<file path="config.mk">
export PLATFORM = sky130hd
export DESIGN_NAME = zuss_control
export DESIGN_NICKNAME = d
export VERILOG_FILES = /design/src/rtl/zuss_control.sv
export SDC_FILE = /design/constraint.sdc
export NUM_CORES = 1
export LEC_CHECK = 0
export BUFFER_PORTS_ARGS = -buffer_cell sky130_fd_sc_hd__clkbuf_2
export CAP_MARGIN = 20
export CORE_ASPECT_RATIO = 0.8
export CORE_MARGIN = 2
export CORE_UTILIZATION = 47
export CTS_BUF_LIST = sky130_fd_sc_hd__clkbuf_8
export DETAILED_ROUTE_END_ITERATION = 10
export PLACE_DENSITY = 0.79
export SETUP_SLACK_MARGIN = 0.5
export SYNTH_ARGS = -nofsm -noshare
export SYNTH_HDL_FRONTEND = slang
export SYNTH_SLANG_ARGS = --single-unit
</file>
<file path="constraint.sdc">
create_clock -name clk -period 4.3 [get_ports clk]
set_input_delay 0.86 -clock clk [delete_from_list [all_inputs] [get_ports clk]]
set_output_delay 0.86 -clock clk [all_outputs]
set_load 0.02 [all_outputs]
</file>
<file path="src/rtl/zuss_control.sv">
// zuss_control: multi-cycle FETCH/DECODE/EXEC sequencer for the ZUSS datapath.
// It fetches over a req/ack port, decodes into register-file/ALU controls and owns the PC.
module zuss_control #(
    parameter int unsigned     PC_W     = 8,
    parameter logic [PC_W-1:0] RESET_PC = {PC_W{1'b0}},
    parameter logic [4:0]      CMP_OP   = 5'b00001
) (
    input  logic            clk,
    input  logic            rst,
    output logic            imem_req,
    output logic [PC_W-1:0] imem_addr,
    input  logic            imem_ack,
    input  logic [31:0]     imem_data,
    output logic [4:0]      r_addr1,
    output logic [4:0]      r_addr2,
    output logic [4:0]      w_addr,
    output logic [4:0]      op,
    output logic            we,
    input  logic            zr,
    output logic [PC_W-1:0] pc,
    output logic            halted
);

    localparam logic [4:0] OP_NOP  = 5'h1C;
    localparam logic [4:0] OP_BZ   = 5'h1D;
    localparam logic [4:0] OP_JMP  = 5'h1E;
    localparam logic [4:0] OP_HALT = 5'h1F;

    typedef enum logic [1:0] {
        ST_FETCH  = 2'd0,
        ST_DECODE = 2'd1,
        ST_EXEC   = 2'd2,
        ST_HALT   = 2'd3
    } state_t;

    state_t          state_q, state_d;
    logic [PC_W-1:0] pc_q, pc_d;
    logic [4:0]      ir_op_q, ir_op_d;
    logic [11:0]     ir_imm_q, ir_imm_d;
    logic            imem_req_q, imem_req_d;
    logic [4:0]      r_addr1_q, r_addr1_d;
    logic [4:0]      r_addr2_q, r_addr2_d;
    logic [4:0]      w_addr_q, w_addr_d;
    logic [4:0]      op_q, op_d;
    logic            we_q, we_d;
    logic            halted_q, halted_d;

    function automatic logic is_alu(input logic [4:0] opc);
        return (opc < OP_NOP);
    endfunction

    // BZ drives the compare op so the datapath raises zr on equal operands.
    function automatic logic [4:0] dp_op(input logic [4:0] opc);
        logic [4:0] res;
        if (is_alu(opc)) begin
            res = opc;
        end else if (opc == OP_BZ) begin
            res = CMP_OP;
        end else begin
            res = 5'd0;
        end
        return res;
    endfunction

    // Next-state and next-output computation.
    always_comb begin
        state_d    = state_q;
        pc_d       = pc_q;
        ir_op_d    = ir_op_q;
        ir_imm_d   = ir_imm_q;
        imem_req_d = imem_req_q;
        r_addr1_d  = r_addr1_q;
        r_addr2_d  = r_addr2_q;
        w_addr_d   = w_addr_q;
        op_d       = op_q;
        we_d       = 1'b0;
        halted_d   = halted_q;

        case (state_q)
            ST_FETCH: begin
                imem_req_d = 1'b1;
                // The request flop is low for one cycle after reset; an ack then is not for us.
                if (imem_req_q && imem_ack) begin
                    ir_op_d    = imem_data[31:27];
                    ir_imm_d   = imem_data[11:0];
                    w_addr_d   = imem_data[26:22];
                    r_addr1_d  = imem_data[21:17];
                    r_addr2_d  = imem_data[16:12];
                    op_d       = dp_op(imem_data[31:27]);
                    imem_req_d = 1'b0;
                    state_d    = ST_DECODE;
                end else begin
                    state_d    = ST_FETCH;
                end
            end
            ST_DECODE: begin
                we_d    = is_alu(ir_op_q);
                state_d = ST_EXEC;
            end
            ST_EXEC: begin
                imem_req_d = 1'b1;
                state_d    = ST_FETCH;
                case (ir_op_q)
                    OP_BZ: begin
                        if (zr) begin
                            pc_d = pc_q + PC_W'($signed(ir_imm_q));
                        end else begin
                            pc_d = pc_q + PC_W'(1'b1);
                        end
                    end
                    OP_JMP: begin
                        pc_d = PC_W'(ir_imm_q);
                    end
                    OP_HALT: begin
                        imem_req_d = 1'b0;
                        halted_d   = 1'b1;
                        state_d    = ST_HALT;
                    end
                    default: begin
                        pc_d = pc_q + PC_W'(1'b1);
                    end
                endcase
            end
            ST_HALT: begin
                imem_req_d = 1'b0;
                halted_d   = 1'b1;
                state_d    = ST_HALT;
            end
            default: begin
                imem_req_d = 1'b0;
                state_d    = ST_FETCH;
            end
        endcase
    end

    // State and registered-output flops with asynchronous reset.
    always_ff @(posedge clk or posedge rst) begin
        if (rst) begin
            state_q    <= ST_FETCH;
            pc_q       <= RESET_PC;
            ir_op_q    <= 5'd0;
            ir_imm_q   <= 12'd0;
            imem_req_q <= 1'b0;
            r_addr1_q  <= 5'd0;
            r_addr2_q  <= 5'd0;
            w_addr_q   <= 5'd0;
            op_q       <= 5'd0;
            we_q       <= 1'b0;
            halted_q   <= 1'b0;
        end else begin
            state_q    <= state_d;
            pc_q       <= pc_d;
            ir_op_q    <= ir_op_d;
            ir_imm_q   <= ir_imm_d;
            imem_req_q <= imem_req_d;
            r_addr1_q  <= r_addr1_d;
            r_addr2_q  <= r_addr2_d;
            w_addr_q   <= w_addr_d;
            op_q       <= op_d;
            we_q       <= we_d;
            halted_q   <= halted_d;
        end
    end

    assign imem_req  = imem_req_q;
    assign imem_addr = pc_q;
    assign r_addr1   = r_addr1_q;
    assign r_addr2   = r_addr2_q;
    assign w_addr    = w_addr_q;
    assign op        = op_q;
    assign we        = we_q;
    assign pc        = pc_q;
    assign halted    = halted_q;

endmodule
</file>
==> impl_metrics.json <==
{
  "critPathRequiredTime_ns": 4.47,
  "cts_tree": "yes",
  "ys_seq_elements": 46,
  "crit_fanout": 9,
  "drt_wl_total_um": 6080,
  "avgSynthCellArea_um2": 8.87,
  "p_int_mw": 1.28,
  "grt_max_degree": 47,
  "cts_max_path_buffers": 2,
  "finClkSkew_ns": 0.00451,
  "synth_top_family_by_area": "simple AND/OR/NAND/NOR gates",
  "tns_ns": 0,
  "fp.dieH_um": 70.8,
  "pin_count": 75,
  "final_cell_mix": "95 x nand2_1, 70 x clkbuf_2, 46 x dfrtp_1",
  "clk_latency_ns": 0.30,
  "whs_ns": 0.479,
  "htreeDepth": 2,
  "cts_num_sinks": 46,
  "worstPathArrival_ns": 2.58,
  "place_congestion": 0.903,
  "grt_busiest_layer": "met2",
  "synth_area_um2": 2620,
  "synth_nets": 340,
  "viasPerCell": 5.55,
  "rsz0062_at_grt": "false",
  "synth_edf_count": 0,
  "rows": 24,
  "fillers": 497,
  "startpoint_type": "register",
  "route.detailed.drc": 0,
  "status": "finished clean",
  "utilization": 0.563,
  "cap_violations": 0,
  "finalCriticalPeriod_ns": 2.42,
  "synth_xor_area_frac": 0.0167,
  "synthAdderAreaFrac": 0.0459,
  "start_util": 0.484,
  "postSynthCellCount": 295,
  "drt_iter0_markers": 241,
  "synthMuxAreaShare": 0.00860,
  "period_share": 0.562,
  "hold_viol_final": 0,
  "hp-class": "register to register",
  "overflow": 0,
  "drive_above_1_share": 0.254,
  "synth-seq-area-share": 0.440,
  "tightest_slew_ns": 0.926,
  "area_growth_pct": 16.3,
  "placed_area_um2": 2930,
  "ys.flop_type": "dfrtp_1",
  "switchingPower_mw": 1.20,
  "routedWlPerCell_um": 14.5,
  "max_freq_mhz": 414,
  "grt_pass1_vias": 2190,
  "ys_async_sr_fraction": 1.00,
  "p_seq_frac": 0.349,
  "die_w_um": 87.4,
  "drtPass1Iterations": 4,
  "p_clk_frac": 0.106,
  "die_area_um2": 6190,
  "setup_viol": 0,
  "relSlewSlack": 0.382,
  "vias": 2324,
  "io_buffers": 70,
  "post_cts_resized": 0,
  "postCtsSetupRepairBufs": 0,
  "p_sw_frac": 0.485,
  "grt_use_met3": 0.0513,
  "cts_root_buffer": "clkbuf_8",
  "yosys.area.top_type": "dfrtp_1",
  "nets": 398,
  "hold_depth": 2,
  "grt_use_met2": 0.331,
  "synth-simple-area-share": 0.252,
  "crit_type": "register to register",
  "grt_pass1_wl_um": 10000,
  "worstRegToRegCells": 8,
  "antenna_found_initial": 0,
  "power.density_nw_per_um2": 816,
  "final_common_cell": "nand2_1",
  "design_area_um2": 3050,
  "gr-usage-met1": 0.275,
  "core_area_um2": 5410,
  "finalMaxSlewViolations": 0,
  "post_synth_num_cell_types": 57,
  "cts_buffers": 5,
  "combPwrFrac": 0.546,
  "num_antenna_cells": 0,
  "p_leak_nw": 1.54,
  "antenna_left": 0,
  "synthTopCellsByArea": "dfrtp_1 44%, nand2_1 14%, ha_1 3.8%, buf_4 2.6%, nand3_1 1.9%",
  "synth-compound-area-share": 0.174,
  "dpl.hpwl_um": 4350,
  "grt_util_all_layers": 0.204,
  "yosysWarnings": 0,
  "crit_path_end_kind": "register",
  "clk_pin_slew_ns": 0.09,
  "ir_worst_vdd_uv": 375,
  "yosysTopAreaCellShare": 0.440,
  "ctsHoldBuffers": 0
}
==> cell usage after synthesis, types with 2 or more instances <==
master and count:
a211oi_1 2, a21boi_0 2, a21o_1 4, a21oi_1 7
a21oi_4 2, a22o_1 4, a22oi_1 2, a31oi_1 2
and3_1 3, buf_2 5, buf_4 9, buf_6 2
clkbuf_1 5, dfrtp_1 46, ha_1 8, inv_1 8
mux2_2 2, nand2_1 95, nand2b_1 4, nand3_1 10
nand4_1 4, nor2_1 12, nor2b_1 3, nor3_1 4
nor4_1 2, o211ai_1 2, o21ai_0 5, o21ai_1 3
o221ai_1 2, o22ai_1 2, o31ai_1 2, o32ai_1 3
or4_1 2, xnor2_1 3, xor2_1 2
==> metrics by stage <==
step	std cells	setup slack (ns)	power, mW
floorplan	295	2.07	1.87
global placement	410	1.80	2.14
detailed placement	410	1.76	2.19
CTS	418	1.88	2.47
global route	419	1.76	2.68
finish	419	1.88	2.49
==> routing by layer <==
layer / wire, µm / vias up
li1: - / 1136
met1: 2630 / 1074
met2: 2860 / 106
met3: 526 / 8
met4: 63 / 0
met5: 0 / -
==> worst paths after layout <==
kind	start	to	slack [ns]
worst min register to register	w_addr[0]$_DFFE_PP0P_	w_addr[0]$_DFFE_PP0P_	0.48
worst min-delay path	w_addr[0]$_DFFE_PP0P_	w_addr[0]$_DFFE_PP0P_	0.48
min in group asynchronous	rst	halted$_DFFE_PP0P_	0.75
worst max register to register	imem_addr[0]$_DFFE_PP0P_	imem_addr[4]$_DFFE_PP0P_	1.88
worst max-delay path	imem_addr[0]$_DFFE_PP0P_	imem_addr[4]$_DFFE_PP0P_	1.88
max in group asynchronous	rst	imem_addr[2]$_DFFE_PP0P_	2.98
==> worst max-delay path: stages (launching register included) <==
cell,delay (ns)
dfrtp_1,0.53
ha_1,0.28
inv_1,0.07
fa_1,0.39
nand2b_1,0.16
a21oi_1,0.27
mux2_2,0.38
o211ai_1,0.09
a31oi_1,0.11
==> cells by family after synthesis <==
| family | Yosys count |
|---|---|
| compound gates | 57 |
| simple gates | 147 |
| fa+ha+maj | 9 |
| mux | 2 |
| flops | 46 |
| xor+xnor | 5 |
| buf+inv | 29 |
==> registers in the layout, indices dropped and copies added, names as in the netlist <==
name,count
op,5
imem_addr,8
halted,1
w_addr,5
imem_req,1
state_q,2
ir_imm_q,8
we,1
ir_op_q,5
r_addr2,5
r_addr1,5
==> final cells by class <==
cell class	instances	area, µm²	share of cell area
clock buffers	5	68.8	0.0226
multi-input cells	220	1310	0.431
repair buffers	72	385	0.127
clock inverters	3	17.5	0.00575
inverters	8	30.0	0.00986
flip-flops and latches	46	1150	0.378
well taps	65	81.3	0.0267
==> power by group through the flow <==
stage	Clock [mW]	Sequential, mW	Combinational, mW
5_1_grt	0.297	0.899	1.48
3_3_place_gp	0	0.860	1.28
3_5_place_dp	0	0.867	1.33
6_report	0.263	0.866	1.36
4_1_cts	0.271	0.863	1.33
2_1_floorplan	0	0.957	0.913
(Power assumes the default switching activity.)
